<file path="config.mk">
export PLATFORM = sky130hd
export DESIGN_NAME = pipe_stage_sequencer
export DESIGN_NICKNAME = d
export VERILOG_FILES = /design/src/rtl/pipe_stage_sequencer.sv
export SDC_FILE = /design/constraint.sdc
export NUM_CORES = 1
export LEC_CHECK = 0
export BUFFER_PORTS_ARGS = -buffer_cell sky130_fd_sc_hd__buf_4
export CAP_MARGIN = 15
export CORE_UTILIZATION = 55
export DETAILED_ROUTE_END_ITERATION = 8
export GPL_TIMING_DRIVEN = 0
export PLACE_DENSITY = 0.85
export SYNTH_ARGS = -nofsm -noshare
export SYNTH_HDL_FRONTEND = slang
export SYNTH_SLANG_ARGS = --single-unit
</file>
<file path="constraint.sdc">
create_clock -name clk -period 2.4 [get_ports clk]
set_input_delay 0 -clock clk [delete_from_list [all_inputs] [get_ports clk]]
set_output_delay 0 -clock clk [all_outputs]
set_load 0.02 [all_outputs]
</file>
<file path="src/rtl/pipe_stage_sequencer.sv">
// Single-clock scheduler for a three-stage execute pipeline: issues exec pulses,
// hands tags stage to stage on done, retires from stage 3 and tracks stalls/errors.
module pipe_stage_sequencer #(
  parameter int DW      = 8,
  parameter int TIMEOUT = 15
) (
  input  logic          clk,
  input  logic          rst,
  input  logic          en,
  input  logic          flush,
  output logic [2:0]    exec,
  input  logic [2:0]    done,
  output logic [DW-1:0] s1_data,
  output logic [DW-1:0] s2_data,
  output logic [DW-1:0] s3_data,
  output logic          retire_valid,
  output logic [DW-1:0] retire_data,
  output logic [15:0]   stall_cnt,
  output logic [2:0]    err_timeout,
  output logic [2:0]    err_proto,
  output logic          busy
);

  typedef enum logic [1:0] {
    ST_EMPTY = 2'd0,
    ST_RUN   = 2'd1,
    ST_HOLD  = 2'd2
  } stage_e;

  localparam logic [7:0] WD_LAST = 8'(TIMEOUT - 1);

  stage_e          state_q [3];
  stage_e          state_d [3];
  logic [DW-1:0]   data_q  [3];
  logic [DW-1:0]   data_d  [3];
  logic [7:0]      wd_q    [3];
  logic [7:0]      wd_d    [3];

  logic [DW-1:0]   seq_q, seq_d;
  logic [2:0]      exec_q, exec_d;
  logic            retire_valid_q, retire_valid_d;
  logic [DW-1:0]   retire_data_q, retire_data_d;
  logic [15:0]     stall_q, stall_d;
  logic [2:0]      err_timeout_q, err_timeout_d;
  logic [2:0]      err_proto_q, err_proto_d;

  logic [2:0]      in_run, in_hold, in_empty, timeout_hit;
  logic            vac_s1, vac_s2, vac_s3;
  logic [2:0]      vacate, load;

  always_comb begin
    for (int i = 0; i < 3; i++) begin
      in_run[i]      = (state_q[i] == ST_RUN);
      in_hold[i]     = (state_q[i] == ST_HOLD);
      in_empty[i]    = (state_q[i] == ST_EMPTY);
      timeout_hit[i] = in_run[i] && !done[i] && (wd_q[i] >= WD_LAST);
    end
    // A finished stage moves on only into an empty successor or one that is itself moving on.
    vac_s3 = in_hold[2];
    vac_s2 = in_hold[1] && (in_empty[2] || vac_s3);
    vac_s1 = in_hold[0] && (in_empty[1] || vac_s2);
  end

  assign vacate = {vac_s3, vac_s2, vac_s1};
  assign load   = {vac_s2, vac_s1, in_empty[0] && en};

  always_comb begin
    for (int i = 0; i < 3; i++) begin
      state_d[i] = state_q[i];
      data_d[i]  = data_q[i];
      wd_d[i]    = '0;
    end
    seq_d          = seq_q;
    exec_d         = '0;
    retire_valid_d = 1'b0;
    retire_data_d  = retire_data_q;
    stall_d        = stall_q;
    err_timeout_d  = err_timeout_q;
    err_proto_d    = err_proto_q;

    if (flush) begin
      for (int i = 0; i < 3; i++) begin
        state_d[i] = ST_EMPTY;
      end
    end else begin
      for (int i = 0; i < 3; i++) begin
        unique case (state_q[i])
          ST_EMPTY: begin
            if (load[i]) state_d[i] = ST_RUN;
          end
          ST_RUN: begin
            if (done[i]) begin
              state_d[i] = ST_HOLD;
            end else if (timeout_hit[i]) begin
              state_d[i]       = ST_EMPTY;
              err_timeout_d[i] = 1'b1;
            end
          end
          ST_HOLD: begin
            if (load[i])        state_d[i] = ST_RUN;
            else if (vacate[i]) state_d[i] = ST_EMPTY;
          end
          default: state_d[i] = ST_EMPTY;
        endcase

        if (done[i] && !in_run[i]) err_proto_d[i] = 1'b1;
        exec_d[i] = (state_d[i] == ST_RUN) && !in_run[i];
        wd_d[i]   = (in_run[i] && (state_d[i] == ST_RUN)) ? wd_q[i] + 8'd1 : '0;
      end

      if (load[0]) begin
        data_d[0] = seq_q;
        seq_d     = seq_q + 1'b1;
      end
      if (load[1]) data_d[1] = data_q[0];
      if (load[2]) data_d[2] = data_q[1];

      if (vacate[2]) begin
        retire_valid_d = 1'b1;
        retire_data_d  = data_q[2];
      end

      if ((|(in_hold & ~vacate)) && (stall_q != 16'hFFFF)) stall_d = stall_q + 16'd1;
    end
  end

  always_ff @(posedge clk or negedge rst) begin
    if (!rst) begin
      for (int i = 0; i < 3; i++) begin
        state_q[i] <= ST_EMPTY;
        data_q[i]  <= '0;
        wd_q[i]    <= '0;
      end
      seq_q          <= '0;
      exec_q         <= '0;
      retire_valid_q <= 1'b0;
      retire_data_q  <= '0;
      stall_q        <= '0;
      err_timeout_q  <= '0;
      err_proto_q    <= '0;
    end else begin
      for (int i = 0; i < 3; i++) begin
        state_q[i] <= state_d[i];
        data_q[i]  <= data_d[i];
        wd_q[i]    <= wd_d[i];
      end
      seq_q          <= seq_d;
      exec_q         <= exec_d;
      retire_valid_q <= retire_valid_d;
      retire_data_q  <= retire_data_d;
      stall_q        <= stall_d;
      err_timeout_q  <= err_timeout_d;
      err_proto_q    <= err_proto_d;
    end
  end

  assign exec         = exec_q;
  assign s1_data      = data_q[0];
  assign s2_data      = data_q[1];
  assign s3_data      = data_q[2];
  assign retire_valid = retire_valid_q;
  assign retire_data  = retire_data_q;
  assign stall_cnt    = stall_q;
  assign err_timeout  = err_timeout_q;
  assign err_proto    = err_proto_q;
  assign busy         = |(~in_empty);

endmodule

</file>
Yosys cells after proc, flatten, opt, wreduce, memory -nomap -nowiden:

Index checks and enable logic that the tools add are counted.

* register bits: 96
* bits of input ports: 7
* logic and storage cells: 116

* add/sub/neg operators: 5
* order comparisons: 3
* equality and inequality tests: 10
* multiplexer cells: 28
* bitwise gates (word level): 7
* reductions and logical operators: 43

Operators by type and width (number)
* $add A8 B1 Y8 const B: 4
* $mux W2: 16
* $ge A8 B4 Y1 const B: 3
* $mux W24: 1
* $mux W8: 3
* $logic_and A1 B1 Y1: 19
* $pmux W2 S3: 3
* $add A16 B1 Y16 const B: 1
* $ne A16 B16 Y1 const B: 1
* $reduce_and A2 Y1: 8
* $eq A2 B1 Y1 const B: 6
* $reduce_and A4 Y1: 3
* $eq A2 B2 Y1 const B: 3
* $logic_not A1 Y1: 6
* $logic_not A2 Y1: 3
* $mux W6: 1
* $not A3 Y3: 2
* $reduce_or A3 Y1: 2
* $not A1 Y1: 4
* $and A3 B3 Y3: 1
* $mux W1: 3
* $mux W3: 1
* $logic_or A1 B1 Y1: 2

Longest topological paths before layout:

Gate-level depths: netlist (run 1).

* depth in word-level cells: 13
* depth in mapped cells: 6
* gate-level depth less buffers: 5

Worst setup path before layout (run 1):

Ideal clock, no wire load.

* path type: register -> register
* from: register stall_q[0] (netlist: stall_cnt[0])
* to: register stall_q[1] (netlist: stall_cnt[1])
* library setup time: 0.125 ns
* arrival time: 1.897 ns
* setup slack: 0.378 ns
* cell stages (with the launch flop): 7
* path buffers: 1
* clock period less this slack: 2.022 ns
* path through: dfrtp_1 > ha_1 > nand2_1 > or4_4 > buf_6 > o21ai_4 > mux2_4

* word-level cells in the longest chain between the ends: 3
* elaborated cells on any way between the ends: 4
* those cells by class: 1 x add/sub; 1 x eq/ne; 2 x reduce/logical

RTL lines
* start: declaration: RTL line 43 `logic [15:0] stall_q, stall_d;`
* start signal: assignment: RTL line 151 `stall_q <= stall_d;`
* parallel branches: the longest is 3 deep, another holds $add A16 B1 Y16

Several ways; the timed one is not identified.
A chain may end at the register's enable or synchronous reset.

Final worst setup path (run 1):

Same ends and word-level chain as after synthesis.

==> results.md, run 1 <==
- Leak pwr: approximately 2.4 nW
- DRC viols: 0
- Final non-filler cell total: between 400 and 500
- DP Area: 4570 sq um
- Post-synth EDFFs: 0
- Top cell type by total area after synthesis: dfrtp_1
- Type of origin of the critical path: flop
- Tcrit/Tclk final: between 80% and 90%
- Critical path class: flop to flop
- Worst-path cell chain: ha_1 -> nand2_1 -> or4_4 -> buf_6 -> o21ai_4 -> mux2_4
- Critical path's largest stage delay: ~520 ps
- Max IR drop VDD: ~0.7 mV
- Buf+Inv Stages, Crit Path: 1
- I/O Pins: 66
- Most frequent cells after synthesis: 96 x dfrtp_1, 33 x mux2_2, 22 x nor2_1
- Synth Warn #: 0
- Layout Area Growth over Synthesis: 23.5%
- Synth top area share: 61.0%
- Dpl cells: between 400 and 500
- Mapped Area: just under 4000 sq um
- H-Tree Depth: 3
- Post-Syn Area per Cell: between 10 and 15 sq um
- Top FF cell, synth: dfrtp_1
- Iter 0 DRT Violations: 95
- Final WL: between 7000 and 8000 um
- RSZ-0062 raised after global routing: no
- Total negative slack: 0 ps
- Tot Pwr: approximately 3.5 mW
- Final core occ: between 70% and 80%
- #FFs+latches synth: 96
- First-pass GRT wire length: ~12000 um
- WL per Instance: about 15 um
- Largest cells by area after synthesis: dfrtp_1 61%, mux2_2 9.4%, xnor2_1 3.3%
- Maximum clock path buffer count: 2
- Area of the core: between 6000 and 7000 sq um
- CTS tree: yes
- Critical Path RT: between 2000 and 3000 ps
- Total CTS buffers: 9
- CP Max Fanout: 7
- Status: finished clean
- Drt via density: between 5 and 6
- Resized Gates After CTS: 0
- Max cap viols: 0
- Worst setup EP type: flop
- Tot GR Track Use: a little over a fifth
- Die Y: 86.6 um
- Inserted Diodes: 0
- CP max stage cell: or4_4
- Rel. slew slack: around 59%
- Number of hold buffers added after CTS: 4
- Cell area power density: a little over 700 nW/um^2
- Skew final: approximately 13 ps
- Final antenna-violating net count: 0
- Synth unique cells: between 40 and 50
- Port Buffers: between 60 and 70
- DR pass1 iterations: 4
- CP top delay family: simple AND/OR/NAND/NOR gates
- Initial antenna violation count: 0
- Total grt overflow: 0
- Largest net degree at the start of global routing: 97
- Later-pin clock latency in the skew report: between 300 and 400 ps
- Vias in the first global route: 2580
- Count leader, synth: dfrtp_1
- Max Freq: a little under 500 MHz
- Hold_ws: approximately 56 ps
- Final setup fails: 0
- Die width: just under 90 um
- Worst slew pin tran: 615 ps
- Synthesized instance count: around 300
- Final hold violations: 0
- Register area share after synthesis: 61.0%
- Die area: approximately 7500 sq um
- NumNets Final: between 300 and 400
- Arr. time, crit path: between 2000 and 2500 ps
- Initial core utilization: a little under three fifths
- Post-CTS setup repair buffer count: 0
- Clk sinks: 96
- Crit path time final: between 2000 and 2500 ps
- CTS Root Buffer Type: clkbuf_8
- Setup WS post-layout: between 300 and 400 ps
- Num rows: 30
- Flop-to-flop setup slack: approximately 370 ps
- Share of cells above drive strength 1: approximately 34%
- HPWL Detailed: 4960 um
- Ys async rst share: 100%
- Dpl ws: between 400 and 500 ps
- CTS clk-pin slew, worst paths: roughly 90 ps
- Routed vias: 2592
- Fin. max-slew vios: 0
- Finished Cell Area: between 4000 and 5000 sq um
- Worst min-delay path category: input pin to flop
- GPL Wtd Cong: 0.767
-- kinds of logic after synthesis --
family	count (synthesis)	synth area share, %
xor+xnor	27	6.01
other cells	1	0.0953
flops	96	61.0
buf+inv	14	1.72
fa+ha+maj	8	2.54
mux	34	9.83
simple gates	89	13.3
compound gates	26	5.44
-- flip-flops by register name, summed over array words and instances (netlist names) --
| register | cells |
|---|---|
| retire_valid | 1 |
| seq_q | 8 |
| s3_data | 8 |
| wd_q | 24 |
| stall_cnt | 16 |
| retire_data | 8 |
| s1_data | 8 |
| s2_data | 8 |
| err_timeout | 3 |
| state_q | 6 |
| err_proto | 3 |
| exec | 3 |
-- cell type report --
cell class                 count  area (sq um)
clock buffer                   9           124
multi-input combinational    193          1500
sequential                    96          2400
buffer                         7          41.3
inverter                       7          26.3
clock inverter                 7           103
timing repair buffer          69           548
fill                         490          2010
tap                           96           120
-- final timing paths --
kind | from | endpoint | cells after the start
hold reg to reg | err_timeout[1]$_DFFE_PN0P_ | err_timeout[1]$_DFFE_PN0P_ | 1
setup reg to reg | stall_cnt[0]$_DFFE_PN0P_ | stall_cnt[1]$_DFFE_PN0P_ | 6
setup / recovery | stall_cnt[0]$_DFFE_PN0P_ | stall_cnt[1]$_DFFE_PN0P_ | 6
hold / removal | flush | stall_cnt[0]$_DFFE_PN0P_ | 4
max in group asynchronous | rst | s2_data[4]$_DFFE_PN0P_ | 3
min in group asynchronous | rst | wd_q[13]$_DFF_PN0_ | 2
-- power breakdown --
part	internal [mW]	leakage [nW]	switching, mW	total (mW)
combinational	0.227	0.996	0.245	0.472
sequential	1.75	1.27	0.130	1.88
clock	0.598	0.110	0.561	1.16
-- per-layer routing --
layer | share of wire (%) | wire length [um] | global-route usage (%)
met1 | 43 | 3090 | 26.8
met2 | 51 | 3620 | 34.5
met3 | 4.5 | 326 | 4.67
met4 | 1.8 | 127 | 9.24
met5 | 0 | 0 | 0
-- layout by cell type (no fill, tap or decap), types with 6 or more instances in the layout --
cell and n:
xor2_1 12, nand2b_1 6, nand2_1 10, ha_1 8
clkbuf_8 9, inv_1 7, conb_1 9, nand3_1 16
xnor2_1 15, nor3_1 6, mux2_2 33, dfrtp_1 96
buf_4 65, nor2_1 22
-- worst reg2reg max path, stage by stage, from the launching register on --
cell and delay [ps]:
dfrtp_1 420, ha_1 280, nand2_1 100, or4_4 520
buf_6 150, o21ai_4 140, mux2_4 310
Note: power is estimated with default switching activity, not from simulation.
==> run 2: changes to the inputs <==
Settings changed: ABC_AREA from default to 1, CORE_UTILIZATION 55 to 51, PLACE_DENSITY 0.85 to 0.83.
Clock period 2.4 ns to 1.8 ns, I/O delays scaled along.
==> results.md, run 2 <==
- Status: finished clean
- HPWL Detailed: 6190 um (+25%)
- Final antenna-violating net count: 0 (unchanged)
- Share of cells above drive strength 1: 18.9% (-15 points)
- Max FFs per register: 24 (unchanged)
- Leak pwr: 2.63 nW (+11%)
- Post-synth EDFFs: 0 (unchanged)
- Total grt overflow: 0 (unchanged)
- Fin. max-slew vios: 0 (unchanged)
- Worst Reg-to-Reg Cells: 9 (+3)
- Synth Area in XOR/XNOR: 4.01% (-2.0 points)
- NumNets Final: 570 (+43%)
- Register area share after synthesis: 57.9% (-3.1 points)
- Drt via density: 5.00 (-6.7%)
- Initial antenna violation count: 0 (unchanged)
- Later-pin clock latency in the skew report: 360 ps (about the same)
- DRC viols: 0 (unchanged)
- Reg-to-Reg Start: stall_cnt[1]$_DFFE_PN0P_
- Count leader, synth: nand2_1
- Critical path class: flop to flop
- Port Buffers: 65 (+1.6%)
- Largest cells by area after synthesis: dfrtp_1 58%, nand2_1 13%, nor2_1 4.4%
- Clk sinks: 96 (unchanged)
- Post-Syn Area per Cell: 9.00 sq um (-33%)
- RSZ-0062 raised after global routing: no
- Arr. time, crit path: 1850 ps (-420 ps)
- Max cap viols: 0 (unchanged)
- Dpl ws: 8.11 ps (-403 ps)
- Final non-filler cell total: 662 (+37%)
- Die area: 8500 sq um (+13%)
- H-Tree Depth: 3 (unchanged)
- Setup WS post-layout: 196 ps (-171 ps)
- Buf+Inv Stages, Crit Path: 2 (+1)
- Worst path most repeated cell: nand2_1
- Routed vias: 3308 (+28%)
- CP top delay family: simple AND/OR/NAND/NOR gates
- Synth top area share: 57.9% (-3.1 points)
- Synth Warn #: 0 (unchanged)
- Register area: 2400 sq um (+0.10%)
- Worst-path cell chain: ha_4 -> nand3_4 -> nor2_4 -> nand4_2 -> nand2_2 -> inv_1 -> buf_2 -> nand2_1 -> nand2_1
- Mux contribution to synthesized area: 0% (-9.8 points)
- Iter 0 DRT Violations: 197 (+110%)
- Maximum clock path buffer count: 2 (unchanged)
- DR pass1 iterations: 7 (+3)
- Final core occ: 65.5% (-5.2 points)
- Final WL: 8810 um (+23%)
- Worst setup EP type: flop
- Compound-Gate Fraction of Synth Area: 5.40% (-0.039 points)
- Dpl cells: 636 (+37%)
- Commonest non-fill, non-tap cells in the layout: 147 x nand2_1, 94 x dfrtp_1, 69 x buf_4, 49 x nor2_1, 48 x inv_1
- Final hold violations: 0 (unchanged)
- CTS tree: yes
- GPL Wtd Cong: 0.846 (+10%)
- Tcrit/Tclk final: 89.1% (+4.4 points)
- Die width: 92.2 um (+6.5%)
- First-pass GRT wire length: 14600 um (+23%)
- Reg-to-Reg End: stall_cnt[10]$_DFFE_PN0P_
- Type of origin of the critical path: flop
- I/O Pins: 66 (unchanged)
- Crit path time final: 1600 ps (-429 ps)
- Vias in the first global route: 3170 (+23%)
- Critical path depth: 9 (+3)
- Hold_ws: 67.2 ps (+10.7 ps)
- Final setup fails: 0 (unchanged)
- Initial core utilization: 53.1% (-4.1 points)
- Top reg by flops: wd_q
- Largest family of logic cells by synthesized area: simple AND/OR/NAND/NOR gates
- Total negative slack: 0 ps (unchanged)
- Die Y: 92.2 um (+6.5%)
- Skew final: 11.8 ps (-0.827 ps)
- Worst Setup EP: stall_cnt[10]$_DFFE_PN0P_
- CTS clk-pin slew, worst paths: 90 ps (about the same)
- Max IR drop VDD: 0.743 mV (+6.2%)
- Fillers: 615 (+26%)
- Top cell type by total area after synthesis: dfrtp_1
- Inserted Diodes: 0 (unchanged)
- Mapped Area: 4150 sq um (+5.4%)
- Synth unique cells: 29 (-37%)
- Setup crit start: stall_cnt[1]$_DFFE_PN0P_
- Max Freq: 623 MHz (+27%)
- Multi-input gate area: 1550 sq um (+3.3%)
- Ys async rst share: 100% (unchanged)
- Num rows: 32 (+6.7%)
- Critical Path RT: 2050 ps (-590 ps)
- Critical path's largest stage delay: 430 ps (-90 ps)
- Tot GR Track Use: 22.0% (+1.1 points)
- CTS Root Buffer Type: clkbuf_8
- Synthesized instance count: 461 (+56%)
- Most frequent cells after synthesis: 147 x nand2_1, 96 x dfrtp_1, 49 x nor2_1
- Worst min-delay path category: input pin to flop
- Area of the core: 7810 sq um (+14%)
- Synth Area in Adders: 2.41% (-0.13 points)
- Simple logic cell fraction of the synthesized area: 24.3% (+11 points)
- Commonest non-fill, non-tap cell in the layout: nand2_1
- CP Max Fanout: 10 (+3)
- Layout Area Growth over Synthesis: 23.3%
- CP max stage cell: dfrtp_2
- Total CTS buffers: 9 (unchanged)
- Top FF cell, synth: dfrtp_1
- Largest net degree at the start of global routing: 97 (unchanged)
- #FFs+latches synth: 96 (unchanged)
- Cell area power density: 917 nW/um^2 (+27%)
- Flop-to-flop setup slack: 200 ps (-170 ps)
- WL per Instance: 13.3 um (-10%)
## run 2: per-layer routing
metal / track usage, % / vias to the layer above / share of wire, %
li1: - / 1623 / -
met1: 28.2 / 1580 / 43
met2: 37.2 / 91 / 51
met3: 4.98 / 14 / 4.1
met4: 7.03 / 0 / 1.9
met5: 0 / - / 0
## run 2: how the worst min path moves through the flow
stage,startpoint,to,depth (start not counted)
2_1_floorplan,rst,err_proto[0]$_DFFE_PN0P_,0
3_3_place_gp,flush,state_q[1]$_DFF_PN0_,2
4_1_cts,en,seq_q[0]$_DFFE_PN0P_,3
6_report,en,seq_q[0]$_DFFE_PN0P_,3
5_1_grt,en,seq_q[0]$_DFFE_PN0P_,3
3_5_place_dp,flush,state_q[1]$_DFF_PN0_,2
## run 2: logic make-up (layout without fill, tap and decap cells)
| group | Yosys count | count (layout) |
|---|---|---|
| AOI/OAI and AO/OA | 40 | 40 |
| xor gates and xnor gates | 19 | 19 |
| adders and majority gates | 8 | 8 |
| buffers and inverters | 57 | 148 |
| DFF | 96 | 96 |
| other | 1 | 9 |
| and+or+nand+nor | 240 | 240 |
## run 2: power breakdown
group          switching, mW  leakage, nW  internal (mW)  total [mW]
combinational          0.473         1.29          0.310       0.783
sequential             0.162         1.24           2.36        2.53
clock                  0.806        0.102          0.577        1.38
## run 2: cell type report
type / count / share of cell area [%]
flip-flops and latches: 96 / 47.0
multi-input cells: 316 / 30.2
repair buffers: 75 / 11.7
inverters: 50 / 3.67
clock buffers: 10 / 2.69
well taps: 102 / 2.49
clock inverters: 6 / 1.17
plain buffers: 7 / 1.10
## run 2: per-stage QoR
stage | area (sq um) | total power [mW]
after detailed placement | 4790 | 3.33
after global placement | 4790 | 3.29
after floorplan | 4180 | 2.94
final | 5120 | 4.69
after CTS | 5050 | 4.71
after global routing | 5120 | 4.92
## run 2: worst reg2reg max path, delay by kind of cell, from the launching register on
family,cells,cell delay (ps)
adder cells (fa/ha/maj),1,180
buffers and inverters,2,260
flip-flops,1,430
AND/OR/NAND/NOR,6,630
## run 2: timing repair
action | CTS | global route
endpoints found under the setup margin | 1 | 11
resized for setup | 1 | 3
hold buffers | 6 | 0
setup buffers | 0 | 3
hold endpoints to repair | 105 | 0
